File: src/rtl/serial_pkg.sv
// Shared types and helpers for the parametrised serial-to-parallel converter.
package serial_pkg;

    // Link alignment state.
    typedef enum logic [1:0] {
        INIT   = 2'd0,
        SYNC   = 2'd1,
        ACTIVE = 2'd2
    } state_t;

    // Default alignment/idle word (K28.5).
    localparam logic [7:0] K28_5_COMMA = 8'hBC;

    // Width of a counter that must hold the values 0..n.
    function automatic int unsigned cnt_w(input int unsigned n);
        return (n < 1) ? 1 : $clog2(n + 1);
    endfunction

endpackage

File: src/rtl/sp_shift_align.sv
// Shift register, word bit counter and comma comparator for the deserialiser.
// o_hit_c is the comma match gated so a search only considers bits received
// after the last reset or flush; o_match_c is the raw compare used to classify
// aligned words.
module sp_shift_align
    import serial_pkg::*;
#(
    parameter int unsigned      WIDTH = 8,
    parameter logic [WIDTH-1:0] COMMA = WIDTH'(K28_5_COMMA)
) (
    input  logic             i_clk,
    input  logic             i_rst,
    input  logic             i_data,
    input  logic             i_realign,
    input  logic             i_flush,
    output logic [WIDTH-1:0] o_word_c,
    output logic             o_boundary_c,
    output logic             o_match_c,
    output logic             o_hit_c
);

    localparam int unsigned BW = $clog2(WIDTH);

    logic [WIDTH-2:0] r_shift;
    logic [BW-1:0]    r_bit_cnt;
    logic [BW-1:0]    r_fill;

    assign o_word_c     = {r_shift, i_data};
    assign o_boundary_c = (r_bit_cnt == BW'(WIDTH - 1));
    assign o_match_c    = (o_word_c == COMMA);
    assign o_hit_c      = o_match_c && (r_fill == BW'(WIDTH - 1));

    // Shift in one bit per clock, MSB first.
    always_ff @(posedge i_clk or posedge i_rst) begin
        if (i_rst) begin
            r_shift <= '0;
        end else begin
            r_shift <= {r_shift[WIDTH-3:0], i_data};
        end
    end

    // Bit position within the current word; realign restarts at bit 0.
    always_ff @(posedge i_clk or posedge i_rst) begin
        if (i_rst) begin
            r_bit_cnt <= '0;
        end else if (i_realign || o_boundary_c) begin
            r_bit_cnt <= '0;
        end else begin
            r_bit_cnt <= r_bit_cnt + BW'(1);
        end
    end

    // Number of fresh bits held in the shift register, saturating at WIDTH-1.
    always_ff @(posedge i_clk or posedge i_rst) begin
        if (i_rst) begin
            r_fill <= '0;
        end else if (i_flush) begin
            r_fill <= '0;
        end else if (r_fill != BW'(WIDTH - 1)) begin
            r_fill <= r_fill + BW'(1);
        end
    end

endmodule

File: src/rtl/serial_paralelo_param.sv
// Parametrised MSB-first serial-to-parallel converter with comma alignment.
// Optional loss-of-sync detection is enabled by defining SERIAL_PARALELO_LOS_EN.
module serial_paralelo_param
    import serial_pkg::*;
#(
    parameter int unsigned      WIDTH      = 8,
    parameter logic [WIDTH-1:0] COMMA      = WIDTH'(K28_5_COMMA),
    parameter int unsigned      SYNC_COUNT = 4,
    parameter int unsigned      MAX_GAP    = 64
) (
    input  logic                          clk_32f,
    input  logic                          reset,
    input  logic                          data_in,
    output logic [WIDTH-1:0]              data_out,
    output logic                          valid_out,
    output logic                          word_strobe,
    output logic                          active,
    output logic [cnt_w(SYNC_COUNT)-1:0]  comma_cnt
);

    localparam int unsigned CW = cnt_w(SYNC_COUNT);

    if (WIDTH < 4) begin : g_bad_width
        $error("serial_paralelo_param: WIDTH must be at least 4");
    end
    if (SYNC_COUNT < 1) begin : g_bad_sync
        $error("serial_paralelo_param: SYNC_COUNT must be at least 1");
    end
    if (MAX_GAP < 1) begin : g_bad_gap
        $error("serial_paralelo_param: MAX_GAP must be at least 1");
    end

    state_t           r_state;
    state_t           w_state_nxt;
    logic [WIDTH-1:0] r_data_out;
    logic [WIDTH-1:0] w_data_nxt;
    logic             r_valid;
    logic             w_valid_nxt;
    logic             r_strobe;
    logic             w_strobe_nxt;
    logic             r_active;
    logic             w_active_nxt;
    logic [CW-1:0]    r_comma_cnt;
    logic [CW-1:0]    w_cnt_nxt;

    logic [WIDTH-1:0] w_word;
    logic             w_boundary;
    logic             w_match;
    logic             w_hit;
    logic             w_realign;
    logic             w_flush;

`ifdef SERIAL_PARALELO_LOS_EN
    localparam int unsigned GW = cnt_w(MAX_GAP);
    logic [GW-1:0] r_gap;
    logic [GW-1:0] w_gap_nxt;
`endif

    sp_shift_align #(
        .WIDTH (WIDTH),
        .COMMA (COMMA)
    ) u_align (
        .i_clk        (clk_32f),
        .i_rst        (reset),
        .i_data       (data_in),
        .i_realign    (w_realign),
        .i_flush      (w_flush),
        .o_word_c     (w_word),
        .o_boundary_c (w_boundary),
        .o_match_c    (w_match),
        .o_hit_c      (w_hit)
    );

    assign data_out    = r_data_out;
    assign valid_out   = r_valid;
    assign word_strobe = r_strobe;
    assign active      = r_active;
    assign comma_cnt   = r_comma_cnt;

    // State and output registers.
    always_ff @(posedge clk_32f or posedge reset) begin
        if (reset) begin
            r_state     <= INIT;
            r_data_out  <= '0;
            r_valid     <= 1'b0;
            r_strobe    <= 1'b0;
            r_active    <= 1'b0;
            r_comma_cnt <= '0;
        end else begin
            r_state     <= w_state_nxt;
            r_data_out  <= w_data_nxt;
            r_valid     <= w_valid_nxt;
            r_strobe    <= w_strobe_nxt;
            r_active    <= w_active_nxt;
            r_comma_cnt <= w_cnt_nxt;
        end
    end

`ifdef SERIAL_PARALELO_LOS_EN
    // Boundaries seen in ACTIVE since the last aligned comma.
    always_ff @(posedge clk_32f or posedge reset) begin
        if (reset) begin
            r_gap <= '0;
        end else begin
            r_gap <= w_gap_nxt;
        end
    end
`endif

    // Alignment FSM: next state, next outputs and shifter control.
    always_comb begin
        w_state_nxt  = r_state;
        w_data_nxt   = r_data_out;
        w_valid_nxt  = 1'b0;
        w_strobe_nxt = 1'b0;
        w_cnt_nxt    = r_comma_cnt;
        w_realign    = 1'b0;
        w_flush      = 1'b0;
`ifdef SERIAL_PARALELO_LOS_EN
        w_gap_nxt    = r_gap;
`endif
        unique case (r_state)
            INIT: begin
                // Bit-sliding search; a hit makes the next bit start a word.
                if (w_hit) begin
                    w_realign   = 1'b1;
                    w_cnt_nxt   = CW'(1);
                    w_state_nxt = (SYNC_COUNT == 1) ? ACTIVE : SYNC;
`ifdef SERIAL_PARALELO_LOS_EN
                    w_gap_nxt   = '0;
`endif
                end
            end
            SYNC: begin
                if (w_boundary) begin
                    w_strobe_nxt = 1'b1;
                    if (w_match) begin
                        w_cnt_nxt = r_comma_cnt + CW'(1);
                        if (w_cnt_nxt == CW'(SYNC_COUNT)) begin
                            w_state_nxt = ACTIVE;
                        end
`ifdef SERIAL_PARALELO_LOS_EN
                        w_gap_nxt = '0;
`endif
                    end else begin
                        // Drop the failed word's bits so the search starts fresh.
                        w_state_nxt = INIT;
                        w_cnt_nxt   = '0;
                        w_flush     = 1'b1;
                    end
                end
            end
            ACTIVE: begin
                if (w_boundary) begin
                    w_strobe_nxt = 1'b1;
                    if (!w_match) begin
                        w_data_nxt  = w_word;
                        w_valid_nxt = 1'b1;
                    end
`ifdef SERIAL_PARALELO_LOS_EN
                    if (w_match) begin
                        w_gap_nxt = '0;
                    end else if ((r_gap + GW'(1)) == GW'(MAX_GAP)) begin
                        // Too long without a comma: payload still delivered, link drops.
                        w_state_nxt = INIT;
                        w_cnt_nxt   = '0;
                        w_flush     = 1'b1;
                        w_gap_nxt   = '0;
                    end else begin
                        w_gap_nxt = r_gap + GW'(1);
                    end
`endif
                end
            end
            default: begin
                w_state_nxt = INIT;
                w_cnt_nxt   = '0;
            end
        endcase
        w_active_nxt = (w_state_nxt == ACTIVE);
    end

endmodule

File: config.mk
export PLATFORM = sky130hd
export DESIGN_NAME = serial_paralelo_param
export DESIGN_NICKNAME = d
export VERILOG_FILES = /design/src/rtl/serial_pkg.sv /design/src/rtl/sp_shift_align.sv /design/src/rtl/serial_paralelo_param.sv
export SDC_FILE = /design/constraint.sdc
export NUM_CORES = 1
export LEC_CHECK = 0
export BUFFER_PORTS_ARGS = -buffer_cell sky130_fd_sc_hd__clkbuf_2
export CAP_MARGIN = 20
export CORE_UTILIZATION = 40
export CTS_BUF_LIST = sky130_fd_sc_hd__clkbuf_4 sky130_fd_sc_hd__clkbuf_8 sky130_fd_sc_hd__clkbuf_16
export DETAILED_ROUTE_END_ITERATION = 6
export SLEW_MARGIN = 10
export SYNTH_ARGS = -nofsm -noshare
export SYNTH_HDL_FRONTEND = slang
export SYNTH_HIERARCHICAL = 1
export SYNTH_SLANG_ARGS = --single-unit
File: constraint.sdc
create_clock -name clk_32f -period 3.2 [get_ports clk_32f]
set_input_delay 0.64 -clock clk_32f [delete_from_list [all_inputs] [get_ports clk_32f]]
set_output_delay 0.64 -clock clk_32f [all_outputs]
set_load 0.02 [all_outputs]
# [Word level (Yosys, flattened, before mapping)]
# Cells that the tools add are included.
[totals] output_inout_bits=14 reg_bits=29 mem_bits_rw=0 word_cells=51 mem_bits_ro=0 latch_bits=0 memories=0 input_bits=3
[op_classes] mux=20 n_eq_ne=10 shift=0 bitwise_logic=2 reduce_logical=7 add_sub_neg=3 div=0 n_mul=0 magnitude_cmp=0
[ops] operator="$mux W3" count=6
[ops] operator="$add A3 B1 Y3 const B" count=3
[ops] operator="$eq A3 B3 Y1 const B" count=3
[ops] operator="$pmux W3 S3" count=1
[ops] operator="$eq A8 B8 Y1 const B" count=1
[ops] operator="$mux W1" count=8
[ops] operator="$mux W2" count=4
[ops] operator="$pmux W2 S3" count=1
[ops] operator="$reduce_and A3 Y1" count=2
[ops] operator="$eq A2 B2 Y1 const B" count=2
[ops] operator="$ne A2 B1 Y1 const B" count=2
[ops] operator="$ne A3 B3 Y1 const B" count=1
[ops] operator="$eq A2 B1 Y1 const B" count=1
[ops] operator="$logic_not A2 Y1" count=1
[ops] operator="$not A1 Y1" count=2
[ops] operator="$reduce_bool A2 Y1" count=1
[ops] operator="$reduce_or A2 Y1" count=1
[ops] operator="$logic_and A1 B1 Y1" count=1
[ops] operator="$logic_or A1 B1 Y1" count=1

# [Longest topological paths before layout]
# Gate-level depths: netlist of the first run.
[depth] ltp_word=7 ltp_mapped=7

# [By module]
# Netlist of the first run, hierarchy kept.
[by_module_without_submodules] module="serial_paralelo_param" n_inst=1 cells_each=67 area_each_um2=822.0
[by_module_without_submodules] module="sp_shift_align" n_inst=1 cells_each=34 area_each_um2=503.0

# [Worst setup path before layout of the first run]
# OpenSTA, ideal clock, no wires.
[synth_timing] path_type="in2reg" start="input data_in" end="register r_data_out[0], in the netlist data_out[0]" slack_ps=1152 stages=3 arrival_time_ps=1924 setup_ps=125 path_cell_list="nor4_1 > nand3b_2 > mux2_2"
[synth_via] elab_chain_cells=3
[synth_lines] element="start, declared" line="serial_paralelo_param.sv:13" source="input logic data_in,"
[synth_lines] element="$eq A8 B8 Y1" line="sp_shift_align.sv:30" source="assign o_match_c = (o_word_c == COMMA);"
[synth_lines] element="$not A1 Y1 (no source line)"
[synth_lines] element="$reduce_and A3 Y1 (no source line)"
[synth_lines] element="end signal, assigned" line="serial_paralelo_param.sv:91" source="r_data_out <= w_data_nxt;"
[synth_lines] element="end, declared" line="serial_paralelo_param.sv:35" source="logic [WIDTH-1:0] r_data_out;"
# Several ways; a longest one is shown, not always the timed one.
# A chain may end at the register's enable or synchronous reset.

# [Worst setup path in the final report of the first run]
[layout_timing] start="register u_align.r_shift[5]" end="register r_data_out[7], in the netlist data_out[7]"
[layout_via] elab_chain_cells=3
[layout_lines] element="start, declared" line="sp_shift_align.sv:24" source="logic [WIDTH-2:0] r_shift;"
[layout_lines] element="start signal, assigned" line="sp_shift_align.sv:38" source="r_shift <= {r_shift[WIDTH-3:0], i_data};"
[layout_lines] element="$eq A8 B8 Y1" line="sp_shift_align.sv:30"
[layout_lines] element="net w_match" line="serial_paralelo_param.sv:48" source="logic w_match;"
[layout_lines] element="$not A1 Y1 (no source line)"
[layout_lines] element="$reduce_and A3 Y1 (no source line)"
# The timed path passes the listed nets, and every way through them passes these cells.

==> flow_metrics.py, run 1 <==
metrics = {
    "outcome": {
        "outcome": "completed",
    },
    "sta": {
        "layout_min_cycle_time_ns": 2.24,
        "hold_violations": 0,
        "fin_skew_ns": 0.00331,
        "slew_headroom_pct": 38.1,
        "max_freq_mhz": 446,
        "maxSlewViolCount": 0,
        "fin_ws_ns": 0.957,
        "fin_tns_setup_ns": 0,
        "period_share_pct": 70.1,
        "tightest_slew_ns": 0.920,
        "rsz0062_at_grt": "no",
        "setup_viol": 0,
    },
    "detailed_routing": {
        "routedWlPerCell_um": 12.6,
        "drt-total-wl_mm": 2.11,
        "drtAntennaViolNets": 0,
        "first_pass_iters": 4,
        "drtIter0Drc": 39,
        "routed_via_density": 4.90,
        "drc": 0,
        "vias": 819,
    },
    "synth": {
        "synth_area_per_cell_um2": 13.1,
        "synthCells": 101,
        "yosys.area.top_type": "dfrtp_1",
        "synth_seq_area_share_pct": 54.8,
        "syn_area_um2": 1330,
        "synth_area_leaders": "dfrtp_1 55%, ha_1 10%, mux2_2 6.8%, mux2i_1 2.3%, inv_1 2.0%",
        "ys.flop_type": "dfrtp_1",
        "yosys_register_bits": 29,
        "yosys_warnings": 6,
        "synth_common_cells": "29 x dfrtp_1, 11 x ha_1, 8 x mux2_2",
        "yosysMostFrequentCell": "dfrtp_1",
        "netlist.area_leader.share_pct": 54.8,
        "synth.distinct_cells": 34,
        "syn-num-nets": 115,
        "synth-edff-count": 0,
        "async_flop_share_pct": 100,
    },
    "layout": {
        "syn2layout_area_growth_pct": 16.0,
        "num-fill-cells": 315,
        "drive_gt1_share_pct": 30.1,
        "nets": 136,
        "design_area_um2": 1540,
        "stdcell_count": 167,
        "num_antenna_cells": 0,
    },
    "clock_tree": {
        "cts-buffers-inserted": 5,
        "cts_root_buf": "clkbuf_4",
        "cts_num_sinks": 29,
        "htreeDepth": 2,
        "cts_resized": 0,
        "clk_latency_ns": 0.32,
        "clockBufferDepth": 2,
        "cts-hold-fix-buffers": 0,
        "tritoncts": "built",
        "clk_transition_reported_paths_ns": 0.09,
        "postCtsSetupRepairBufs": 0,
    },
    "worst_setup_path": {
        "required_ns": 3.41,
        "endpoint": "data_out[7]",
        "worstPathMaxFanout": 9,
        "worst-r2r-setup-slack_ns": 0.96,
        "crit_path_start_kind": "flip-flop",
        "cp-startpoint": "u_align/r_shift[5]",
        "critPathKind": "reg2reg",
        "crit-reg2reg-launch": "u_align/r_shift[5]",
        "cp_cell_sequence": "nand4b_4 -> nor4_1 -> nand3b_2 -> mux2_2",
        "cpMaxStageDelayCell": "nor4_1",
        "reg2reg_to": "data_out[7]",
        "critPathMaxStageDelay_ns": 0.77,
        "arrival_ns": 2.45,
        "reg2reg_depth": 4,
        "critPathCaptureType": "flip-flop",
    },
    "floorplanning": {
        "core-area_um2": 3100,
        "ios": 17,
        "die_h_um": 59.6,
        "die_x_um": 59.6,
        "die_area_um2": 3550,
        "placementRows": 20,
        "initial_utilization_pct": 42.7,
    },
    "placed_design": {
        "dp_hpwl_mm": 1.59,
        "port_buffers": 16,
        "dp.cells": 159,
        "pre_cts_ws_ns": 0.790,
        "dpl_cell_area_um2": 1450,
        "gp_congestion": 0.767,
    },
    "hold_path": {
        "min_path_type": "in2async",
    },
    "power_and_ir_drop": {
        "p_leak_nw": 0.780,
        "p_per_area_nw_per_um2": 585,
        "peakVddDrop_mv": 0.304,
    },
    "grt": {
        "grt_max_degree": 17,
        "grtUsageMet1_pct": 16.9,
        "grt_overflow": 0,
        "use_met3_pct": 5.90,
        "grt_pass1_wl_mm": 3.53,
        "antenna_found_initial": 0,
        "grt_pass1_vias": 802,
        "grt-busiest-layer": "met2",
        "grt.total_usage_pct": 14.2,
        "grtUsageMet2_pct": 22.2,
    },
    "flow_run": {
        "maxCapViolCount": 0,
    },
}
-- worst min-delay path by stage --
stage                            to  depth (start not counted)                from
6_report       u_align/r_bit_cnt[0]                          2               reset
2_1_floorplan    u_align/r_shift[2]                          0  u_align/r_shift[1]
3_5_place_dp     u_align/r_shift[2]                          0  u_align/r_shift[1]
5_1_grt           u_align/r_fill[0]                          2               reset
3_3_place_gp     u_align/r_shift[2]                          0  u_align/r_shift[1]
4_1_cts           u_align/r_fill[0]                          2               reset
-- kinds of logic after synthesis --
kind of cell	count (synthesis)	synth area share, %
mux	11	9.07
compound gates	9	5.29
flops	29	54.8
fa+ha+maj	11	10.4
xor+xnor	2	1.32
simple gates	29	16.0
buf+inv	10	3.21
-- routing by layer --
layer	part of all wire (%)	wire, um
met1	45	956
met2	48	1020
met3	4.1	87
met4	2.1	44
met5	0	0
-- layout make-up --
type / instances / area, um^2 / share of cell area (%)
clock inverter: 1 / 30.0 / 1.95
clock buffer: 7 / 58.8 / 3.83
timing repair buffer: 16 / 80.1 / 5.21
sequential: 29 / 726 / 47.2
tap: 44 / 55.1 / 3.58
inverter: 8 / 30.0 / 1.95
multi-input combinational: 62 / 557 / 36.2
-- worst max-delay path, delay by kind of cell, from the launching register on --
family / cells / cell delay, ns
flops: 1 / 0.41
simple gates: 3 / 1.35
mux: 1 / 0.37
-- per-stage QoR --
stage	hold slack, ns	util, %	total power, mW
3_3_place_gp	0.392	46.7	0.586
6_report	0.320	49.5	0.899
3_5_place_dp	0.392	46.7	0.593
4_1_cts	0.326	49.5	0.916
2_1_floorplan	0.370	-	0.558
5_1_grt	0.344	49.5	0.959
-- sequential cells by signal, summed over array words and instances (netlist names) --
| signal | count |
|---|---|
| data_out | 8 |
| u_align/r_shift | 7 |
| comma_cnt | 3 |
| u_align/r_bit_cnt | 3 |
| u_align/r_fill | 3 |
| r_state | 2 |
| active | 1 |
| valid_out | 1 |
| word_strobe | 1 |
-- power breakdown --
| part | leakage, nW | internal, mW | switching, mW |
|---|---|---|---|
| registers | 0.373 | 0.410 | 0.0274 |
| clock network | 0.0489 | 0.195 | 0.123 |
| logic | 0.357 | 0.0636 | 0.0794 |
| total | 0.780 | 0.669 | 0.230 |
-- cell usage in the layout (no fill, tap or decap), types with 2 or more instances in the layout --
| cell type | instances |
|---|---|
| nor3_1 | 3 |
| dfrtp_1 | 29 |
| nor2b_1 | 2 |
| and3b_1 | 2 |
| nor3b_1 | 2 |
| clkbuf_2 | 16 |
| nor2_1 | 5 |
| clkbuf_4 | 6 |
| mux2i_1 | 3 |
| o21ai_0 | 2 |
| ha_1 | 11 |
| xor2_1 | 2 |
| a211oi_1 | 3 |
| mux2_2 | 8 |
| and2_1 | 2 |
| inv_1 | 7 |
Power figures use the tool's default switching activity.
==> run 2, diff against run 1 <==
==> constraint.sdc (replaced) <==
create_clock -name clk_32f -period 2 [get_ports clk_32f]
set_input_delay 0.4 -clock clk_32f [delete_from_list [all_inputs] [get_ports clk_32f]]
set_output_delay 0.4 -clock clk_32f [all_outputs]
set_load 0.02 [all_outputs]
==> run 2 against run 1 <==
Sequential share of layout area shrank 0.94 points. Global-route usage rose by 0.94 points. Clock power rose by 59%. Fmax increased by 22%. Clock skew rose by 0.0043 ns. Hold slack got worse by 0.23 ns. Final area up 2.0%. Count of clock-buffer cells in the layout is the same. Via count is 0.37% lower. Total power rose by 63%. Critical path depth grew 3.
==> flow_metrics.py, run 2 (synthesis results as in run 1) <==
metrics = {
    "outcome": {
        "outcome": "completed",
    },
    "sta": {
        "period_share_pct": 91.7,
        "layout_min_cycle_time_ns": 1.83,
        "hold_violations": 0,
        "max_freq_mhz": 545,
        "setup_viol": 0,
        "whs_ns": 0.0941,
        "slew_headroom_pct": 57.7,
        "tightest_slew_ns": 0.633,
        "maxSlewViolCount": 0,
        "fin_tns_setup_ns": 0,
        "fin_skew_ns": 0.00765,
        "fin_ws_ns": 0.166,
        "rsz0062_at_grt": "no",
    },
    "clock_tree": {
        "htreeDepth": 2,
        "clk_transition_reported_paths_ns": 0.09,
        "tritoncts": "built",
        "clk_latency_ns": 0.31,
        "cts-buffers-inserted": 5,
        "postCtsSetupRepairBufs": 0,
        "cts_root_buf": "clkbuf_4",
        "cts_num_sinks": 29,
        "clockBufferDepth": 2,
    },
    "floorplanning": {
        "placementRows": 20,
        "die_x_um": 59.6,
        "die_h_um": 59.6,
        "ios": 17,
        "core-area_um2": 3100,
        "die_area_um2": 3550,
        "initial_utilization_pct": 42.7,
    },
    "detailed_routing": {
        "drtAntennaViolNets": 0,
        "routedWlPerCell_um": 13.4,
        "drt-total-wl_mm": 2.27,
        "drc": 0,
        "first_pass_iters": 3,
        "vias": 816,
        "routed_via_density": 4.83,
        "drtIter0Drc": 27,
    },
    "worst_setup_path": {
        "arrival_ns": 2.03,
        "critPathCaptureType": "flip-flop",
        "worstPathMaxFanout": 4,
        "required_ns": 2.19,
        "critPathKind": "reg2reg",
        "crit_path_start_kind": "flip-flop",
    },
    "power_and_ir_drop": {
        "p_leak_nw": 0.803,
        "peakVddDrop_mv": 0.648,
        "p_per_area_nw_per_um2": 934,
    },
    "placed_design": {
        "port_buffers": 16,
        "dp_hpwl_mm": 1.66,
        "pre_cts_ws_ns": 0.126,
        "gp_congestion": 0.745,
    },
    "grt": {
        "grt_pass1_wl_mm": 3.80,
        "grt_max_degree": 17,
        "grt_pass1_vias": 815,
        "grt_overflow": 0,
        "grt.total_usage_pct": 15.1,
        "antenna_found_initial": 0,
    },
    "layout": {
        "syn2layout_area_growth_pct": 18.3,
        "drive_gt1_share_pct": 32.8,
        "mostFrequentLayoutCells": "29 x dfrtp_1, 16 x clkbuf_2, 11 x ha_1",
        "layout_commonest_cell": "dfrtp_1",
        "largest_reg_flops": 8,
        "num_antenna_cells": 0,
        "num-fill-cells": 299,
        "multi_input_area_um2": 573,
        "nets": 138,
        "final_util_pct": 50.5,
        "final-seq-area_um2": 726,
    },
    "hold_path": {
        "min_path_type": "in2async",
    },
    "flow_run": {
        "maxCapViolCount": 0,
    },
}
run 2: cell types whose count changed in the layout (fill, tap and decap cells not counted), sizes merged:
cell / delta
buf: +2
run 2: critical path, stage by stage (launching register included):
cell	delay, ns
dfrtp_1	0.38
ha_1	0.16
ha_1	0.17
inv_2	0.05
nor4b_4	0.30
nor2b_2	0.10
or3_1	0.42
mux2i_1	0.14
run 2: routing by layer:
| metal | part of all wire, % | GRT usage [%] |
|---|---|---|
| met1 | 48 | 18.6 |
| met2 | 48 | 24.1 |
| met3 | 3.2 | 5.24 |
| met4 | 0.71 | 6.64 |
| met5 | 0 | 0 |
run 2: metrics by stage:
step	cell area (um^2)	total power, mW	std cells
3_5_place_dp	1460	0.971	161
6_report	1570	1.46	169
3_3_place_gp	1460	0.947	161
5_1_grt	1570	1.55	169
4_1_cts	1550	1.48	169
2_1_floorplan	1330	0.893	101
run 2: final cells by class:
type / instances / share of cell area, %
timing repair buffer: 18 / 6.07
tap: 44 / 3.51
clock buffer: 7 / 3.75
sequential: 29 / 46.3
clock inverter: 1 / 1.92
multi-input combinational: 62 / 36.6
inverter: 8 / 1.92
run 2: power breakdown:
group          switching [mW]  total (mW)  internal [mW]
combinational           0.142       0.256          0.114
sequential             0.0454       0.702          0.656
clock                   0.194       0.506          0.312
run 2: worst paths after layout:
kind,startpoint,to,slack (ns),cells after the start
setup / recovery,u_align/r_fill[0],comma_cnt[0],0.17,7
hold / removal,reset,u_align/r_shift[3],0.09,2
setup reg to reg,u_align/r_fill[0],comma_cnt[0],0.17,7
hold reg to reg,u_align/r_shift[1],u_align/r_shift[2],0.40,0
max in group asynchronous,reset,comma_cnt[2],1.44,2
min in group clk_32f,data_in,u_align/r_shift[0],0.25,1
run 2: what timing repair did:
| item | in CTS | in global routing |
|---|---|---|
| gates resized for setup | 0 | 5 |
| hold endpoints to repair | 0 | 0 |
| endpoints found under the setup margin | 0 | 3 |
| hold buffers | 0 | 0 |
